**src/rtl/matmul_stream_core_if.sv**
```systemverilog
// rtl/matmul_stream_core_if.sv - operand and result stream bundle for matmul_stream_core
interface matmul_stream_core_if #(
  parameter int DATA_W = 16,
  parameter int ACC_W  = 32
);
  logic                     in_valid;
  logic                     in_ready;
  logic signed [DATA_W-1:0] in_data;
  logic                     out_valid;
  logic                     out_ready;
  logic signed [ACC_W-1:0]  out_data;
  logic                     out_last;

  // Producer of operands / consumer of results
  modport master (
    output in_valid, in_data, out_ready,
    input  in_ready, out_valid, out_data, out_last
  );

  // The core: consumes operands, produces results
  modport slave (
    input  in_valid, in_data, out_ready,
    output in_ready, out_valid, out_data, out_last
  );
endinterface

```
**src/rtl/matmul_stream_core.sv**
```systemverilog
// rtl/matmul_stream_core.sv - streaming M x K by K x N matrix multiply with accumulate
module matmul_stream_core #(
  parameter int DATA_W = 16,
  parameter int ACC_W  = 32,
  parameter int M      = 2,
  parameter int N      = 2,
  parameter int K      = 5
) (
  input  logic                 clk,
  input  logic                 rst,
  input  logic                 start,
  input  logic                 accumulate,
  matmul_stream_core_if.slave  bus,
  output logic                 busy,
  output logic                 done,
  output logic                 overflow
);

  localparam int NA = M * K;
  localparam int NB = K * N;
  localparam int NC = M * N;
  localparam int AW = (NA > 1) ? $clog2(NA) : 1;
  localparam int BW = (NB > 1) ? $clog2(NB) : 1;
  localparam int CW = (NC > 1) ? $clog2(NC) : 1;
  localparam int KW = (K > 1) ? $clog2(K) : 1;
  localparam int LW = (AW > BW) ? AW : BW;
  localparam int PW = 2 * DATA_W;

  typedef enum logic [2:0] {
    S_IDLE,
    S_LOAD_A,
    S_LOAD_B,
    S_COMPUTE,
    S_OUT
  } state_t;

  state_t                   state;
  logic [LW-1:0]            cnt;
  logic [KW-1:0]            k_idx;
  logic [CW-1:0]            o_idx;
  logic signed [DATA_W-1:0] a_mem [NA];
  logic signed [DATA_W-1:0] b_mem [NB];
  logic signed [ACC_W-1:0]  acc [NC];
  logic signed [ACC_W-1:0]  acc_nxt [NC];
  logic                     ovf_step;

  logic signed [DATA_W-1:0] a_op;
  logic signed [DATA_W-1:0] b_op;
  logic signed [PW-1:0]     prod;
  logic signed [ACC_W-1:0]  prod_ext;

  // One MAC step for every C element at inner index k_idx, plus the overflow of any add
  always_comb begin
    ovf_step = 1'b0;
    a_op     = '0;
    b_op     = '0;
    prod     = '0;
    prod_ext = '0;
    for (int c = 0; c < NC; c++) begin
      a_op       = a_mem[AW'((c / N) * K + int'(k_idx))];
      b_op       = b_mem[BW'(int'(k_idx) * N + (c % N))];
      prod       = PW'(a_op) * PW'(b_op);
      prod_ext   = ACC_W'(prod);
      acc_nxt[c] = acc[c] + prod_ext;
      if ((acc[c][ACC_W-1] == prod_ext[ACC_W-1]) &&
          (acc_nxt[c][ACC_W-1] != acc[c][ACC_W-1]))
        ovf_step = 1'b1;
    end
  end

  // Operand capture; the LOAD states imply in_ready so in_valid alone marks a transfer
  always_ff @(posedge clk) begin
    if (state == S_LOAD_A && bus.in_valid)
      a_mem[AW'(cnt)] <= bus.in_data;
    if (state == S_LOAD_B && bus.in_valid)
      b_mem[BW'(cnt)] <= bus.in_data;
  end

  // Job sequencing, accumulators and all registered outputs
  always_ff @(posedge clk) begin
    if (rst) begin
      state         <= S_IDLE;
      cnt           <= '0;
      k_idx         <= '0;
      o_idx         <= '0;
      busy          <= 1'b0;
      done          <= 1'b0;
      overflow      <= 1'b0;
      bus.in_ready  <= 1'b0;
      bus.out_valid <= 1'b0;
      bus.out_data  <= '0;
      bus.out_last  <= 1'b0;
      for (int c = 0; c < NC; c++) acc[c] <= '0;
    end else begin
      done <= 1'b0;
      case (state)
        S_IDLE: begin
          if (start) begin
            state        <= S_LOAD_A;
            busy         <= 1'b1;
            bus.in_ready <= 1'b1;
            cnt          <= '0;
            if (!accumulate) begin
              overflow <= 1'b0;
              for (int c = 0; c < NC; c++) acc[c] <= '0;
            end
          end
        end

        S_LOAD_A: begin
          if (bus.in_valid) begin
            if (cnt == LW'(NA - 1)) begin
              cnt   <= '0;
              state <= S_LOAD_B;
            end else begin
              cnt <= cnt + LW'(1);
            end
          end
        end

        S_LOAD_B: begin
          if (bus.in_valid) begin
            if (cnt == LW'(NB - 1)) begin
              cnt          <= '0;
              k_idx        <= '0;
              bus.in_ready <= 1'b0;
              state        <= S_COMPUTE;
            end else begin
              cnt <= cnt + LW'(1);
            end
          end
        end

        S_COMPUTE: begin
          for (int c = 0; c < NC; c++) acc[c] <= acc_nxt[c];
          if (ovf_step) overflow <= 1'b1;
          if (k_idx == KW'(K - 1)) begin
            // First result comes straight from the final MAC step
            state         <= S_OUT;
            k_idx         <= '0;
            o_idx         <= '0;
            bus.out_valid <= 1'b1;
            bus.out_data  <= acc_nxt[0];
            bus.out_last  <= (NC == 1);
          end else begin
            k_idx <= k_idx + KW'(1);
          end
        end

        S_OUT: begin
          if (bus.out_ready) begin
            if (o_idx == CW'(NC - 1)) begin
              state         <= S_IDLE;
              bus.out_valid <= 1'b0;
              bus.out_last  <= 1'b0;
              busy          <= 1'b0;
              done          <= 1'b1;
            end else begin
              o_idx        <= o_idx + CW'(1);
              bus.out_data <= acc[o_idx + CW'(1)];
              bus.out_last <= ((o_idx + CW'(1)) == CW'(NC - 1));
            end
          end
        end

        default: state <= S_IDLE;
      endcase
    end
  end

endmodule

```
**src/flat_wrapper.sv**
```systemverilog
// flat-port wrapper written by rule: the top's interface ports become plain ports
module matmul_stream_core_flat 
#(
  parameter int DATA_W = 16,
  parameter int ACC_W  = 32,
  parameter int M      = 2,
  parameter int N      = 2,
  parameter int K      = 5
)
  (clk, rst, start, accumulate, busy, done, overflow, bus_in_valid, bus_in_data, bus_out_ready, bus_in_ready, bus_out_valid, bus_out_data, bus_out_last);
  matmul_stream_core_if #(.DATA_W(DATA_W), .ACC_W(ACC_W)) bus_i ();
  input  logic clk;
  input  logic rst;
  input  logic start;
  input  logic accumulate;
  output logic busy;
  output logic done;
  output logic overflow;
  input wire logic [$bits(bus_i.in_valid)-1:0] bus_in_valid;
  input wire logic [$bits(bus_i.in_data)-1:0] bus_in_data;
  input wire logic [$bits(bus_i.out_ready)-1:0] bus_out_ready;
  output wire logic [$bits(bus_i.in_ready)-1:0] bus_in_ready;
  output wire logic [$bits(bus_i.out_valid)-1:0] bus_out_valid;
  output wire logic [$bits(bus_i.out_data)-1:0] bus_out_data;
  output wire logic [$bits(bus_i.out_last)-1:0] bus_out_last;
  assign bus_i.in_valid = bus_in_valid;
  assign bus_i.in_data = bus_in_data;
  assign bus_i.out_ready = bus_out_ready;
  assign bus_in_ready = bus_i.in_ready;
  assign bus_out_valid = bus_i.out_valid;
  assign bus_out_data = bus_i.out_data;
  assign bus_out_last = bus_i.out_last;
  matmul_stream_core #(.DATA_W(DATA_W), .ACC_W(ACC_W), .M(M), .N(N), .K(K)) u_core (.clk(clk), .rst(rst), .start(start), .accumulate(accumulate), .bus(bus_i), .busy(busy), .done(done), .overflow(overflow));
endmodule
```
**config.mk**
```make
export PLATFORM = sky130hd
export DESIGN_NAME = matmul_stream_core_flat
export DESIGN_NICKNAME = d
export VERILOG_FILES = /design/src/rtl/matmul_stream_core_if.sv /design/src/rtl/matmul_stream_core.sv /design/src/flat_wrapper.sv
export SDC_FILE = /design/constraint.sdc
export NUM_CORES = 2
export LEC_CHECK = 0
export ABC_AREA = 1
export BUFFER_PORTS_ARGS = -buffer_cell sky130_fd_sc_hd__buf_2
export CORE_MARGIN = 2
export CORE_UTILIZATION = 71
export DETAILED_ROUTE_END_ITERATION = 7
export PLACE_DENSITY = 0.89
export SKIP_LAST_GASP = 1
export SLEW_MARGIN = 20
export SYNTH_ARGS = -nofsm -noshare
export SYNTH_HDL_FRONTEND = slang
export SYNTH_SLANG_ARGS = --single-unit
```
**constraint.sdc**
```tcl
create_clock -name clk -period 17.4 [get_ports clk]
set_input_delay 3.48 -clock clk [delete_from_list [all_inputs] [get_ports clk]]
set_output_delay 3.48 -clock clk [all_outputs]
set_load 0.05 [all_outputs]
```
==> impl_metrics.ini <==
[status]
status = finished with violations
violations = DRC

[setup_path]
crit_type = reg2reg
crit_path_start_kind = register
arrival_ns = 12.38
timing.critical_path.mode_cell = nand2_1
cp_max_fo = 69
end_kind = register
crit_required_ns = 17.97
slowest_delay_ns = 0.99
slowest_stage = clkinv_1

[timing]
finalSetupViolCount = 0
setup-tns-final_ns = 0
relSlewSlack_pct = 15.0
fmax_mhz = 84.7
skew_ns = 0.0526
worstMarginPinSlew_ns = 1.27
maxSlewViolCount = 0
rsz0062_at_grt = no
final.min_clock_period_ns = 11.81
timing.final.hold_violations = 0
min_period_over_period_pct = 67.9

[cts]
clockBufferDepth = 3
cts_root_buffer = clkbuf_16
cts_hold_buf = 0
clock_latency_ns = 0.67
cts_setup_buffers = 0
h-tree-depth = 2
cts_resized = 0
cts.sinks = 501
numCtsBuffers = 54
path_clk_slew_ns = 0.07
cts_tree = built

[placement]
placed_area_um2 = 68900
gp_congestion = 1.04
portBuffers = 59
post-dp-hpwl_mm = 164

[drt]
drt_iter0_markers = 8627
wl_mm = 222
dr_total_vias = 58500
drc = 92
wl_per_cell_um = 23.7
first_pass_iters = 8
vias_per_cell = 6.26
ant_nets = 0

[global_routing]
grt_use_total_pct = 46.4
grt_max_degree = 97
overflow = 0
grt_pass1_wl_mm = 342
grt_antenna_before_repair = 8
grt_pass1_vias = 60200

[yosys]
synth_top_family_by_area = adder cells
synth_simple_gate_area_share_pct = 15.4
synth_edf_count = 416
async_flop_share_pct = 0
synth_commonest_cells = inv_1, nand2_1, fa_1
yosysUniqueCellTypes = 57
synth.area.top_cells = fa_1, edfxtp_1, inv_1
yosysMostFrequentCell = inv_1
ys_ff_latch = 501
synth_top_area_cell = fa_1
synthAdderAreaFrac_pct = 39.8
synthesis.nets = 9630
synth_xor_area_share_pct = 1.86
muxShareOfSynthArea_pct = 0
yosys.area.top_type_share_pct = 31.3
synthCells = 8098
ys_seq_area_share_pct = 21.1
yosys_warnings = 0
avgSynthCellArea_um2 = 8.32
synth_compound_area_share_pct = 10.4
syn_area_um2 = 67300
synth_flop_cell = edfxtp_1

[finish]
layout-drive-gt1-share_pct = 4.17
fin_area_um2 = 70700
fin_nets = 9564
fin_util_pct = 75.5
area_delta_synth_final_pct = 4.91

[die]
coreArea_um2 = 93600
rows = 112
die_w_um = 312
dieArea_um2 = 97300
initial_core_util_pct = 71.9
io_pins = 60
fp.dieH_um = 312

[worst_hold_path]
hold_path.class = reg2reg

[flow_run]
drv_cap = 0
==> state kept, by name (all words and copies together), names as in the netlist, named ones only <==
name                  cells
u_core.cnt                4
u_core.acc              128
u_core.overflow           1
u_core.done               1
u_core.bus.out_valid      1
u_core.o_idx              2
u_core.busy               1
u_core.state              3
u_core.bus.in_ready       1
u_core.b_mem            160
u_core.k_idx              3
u_core.a_mem            160
u_core.bus.out_last       1
u_core.bus.out_data      32
==> worst max-delay path, delay by kind of cell, from the launching register on <==
family,cells,cell delay (ns)
adder cells (fa/ha/maj),8,3.61
XOR/XNOR,1,0.28
flip-flops,1,0.31
buffers and inverters,10,2.72
AO/OA/AOI/OAI,7,1.56
AND/OR/NAND/NOR,19,3.15
==> final timing paths <==
kind | startpoint | endpoint | slack, ns | cells past startpoint
max | register | u_core.overflow$_SDFFE_PP0P_ | 5.59 | 45
min | u_core.bus.out_data[17]$_SDFFE_PP0P_ | u_core.bus.out_data[17]$_SDFFE_PP0P_ | 0.47 | 2
max reg2reg | register | u_core.overflow$_SDFFE_PP0P_ | 5.59 | 45
min reg2reg | u_core.bus.out_data[17]$_SDFFE_PP0P_ | u_core.bus.out_data[17]$_SDFFE_PP0P_ | 0.47 | 2
==> cell type report <==
type	instances	area (µm²)
antenna	7	17.5
clock buffer	78	1490
clock inverter	24	258
fill	6682	23000
inverter	1741	6540
multi-input combinational	5570	45500
sequential	501	14200
tap	1254	1570
timing repair buffer	164	1080
==> per-layer routing <==
| metal | part of all wire, % | track usage [%] |
|---|---|---|
| met2 | 41 | 67.0 |
| met4 | 9.1 | 31.7 |
| met3 | 16 | 18.2 |
| met1 | 34 | 57.5 |
| met5 | 0.17 | 2.18 |
==> logic make-up after synthesis <==
logic type      Yosys count
compound gates         1264
buf+inv                2027
simple gates           2653
fa+ha+maj              1510
xor+xnor                143
flops                   501
==> per-stage QoR <==
step                std cells  hold slack (ns)  setup slack (ns)
finish                   9339            0.467              5.59
global route             9333            0.485              5.04
CTS                      9332            0.466              5.98
detailed placement       9230            0.456              6.03
global placement         9230            0.445              6.13
floorplan                8098            0.455              8.50
==> cell usage in the layout, fill, tap and decap left out, types with 11 or more instances in the layout <==
cell type,n
nand2_1,1404
buf_4,105
xor2_1,76
o211ai_1,52
o21ai_0,451
clkinv_1,11
nand3_1,129
xnor2_1,66
inv_2,23
inv_1,1707
o22ai_1,51
edfxtp_1,416
nor2_1,1014
a31oi_1,40
a21o_1,35
clkbuf_16,55
nor3_1,35
o21ai_2,32
nand4_1,24
o21ai_1,34
a21oi_1,474
o21bai_1,27
dfxtp_1,81
buf_2,59
o21a_1,19
ha_1,457
fa_1,1052
clkbuf_1,20
Power is left out: the tool's default activity adds up to more than one toggle a clock period on the data nets, which glitch-free logic cannot reach.
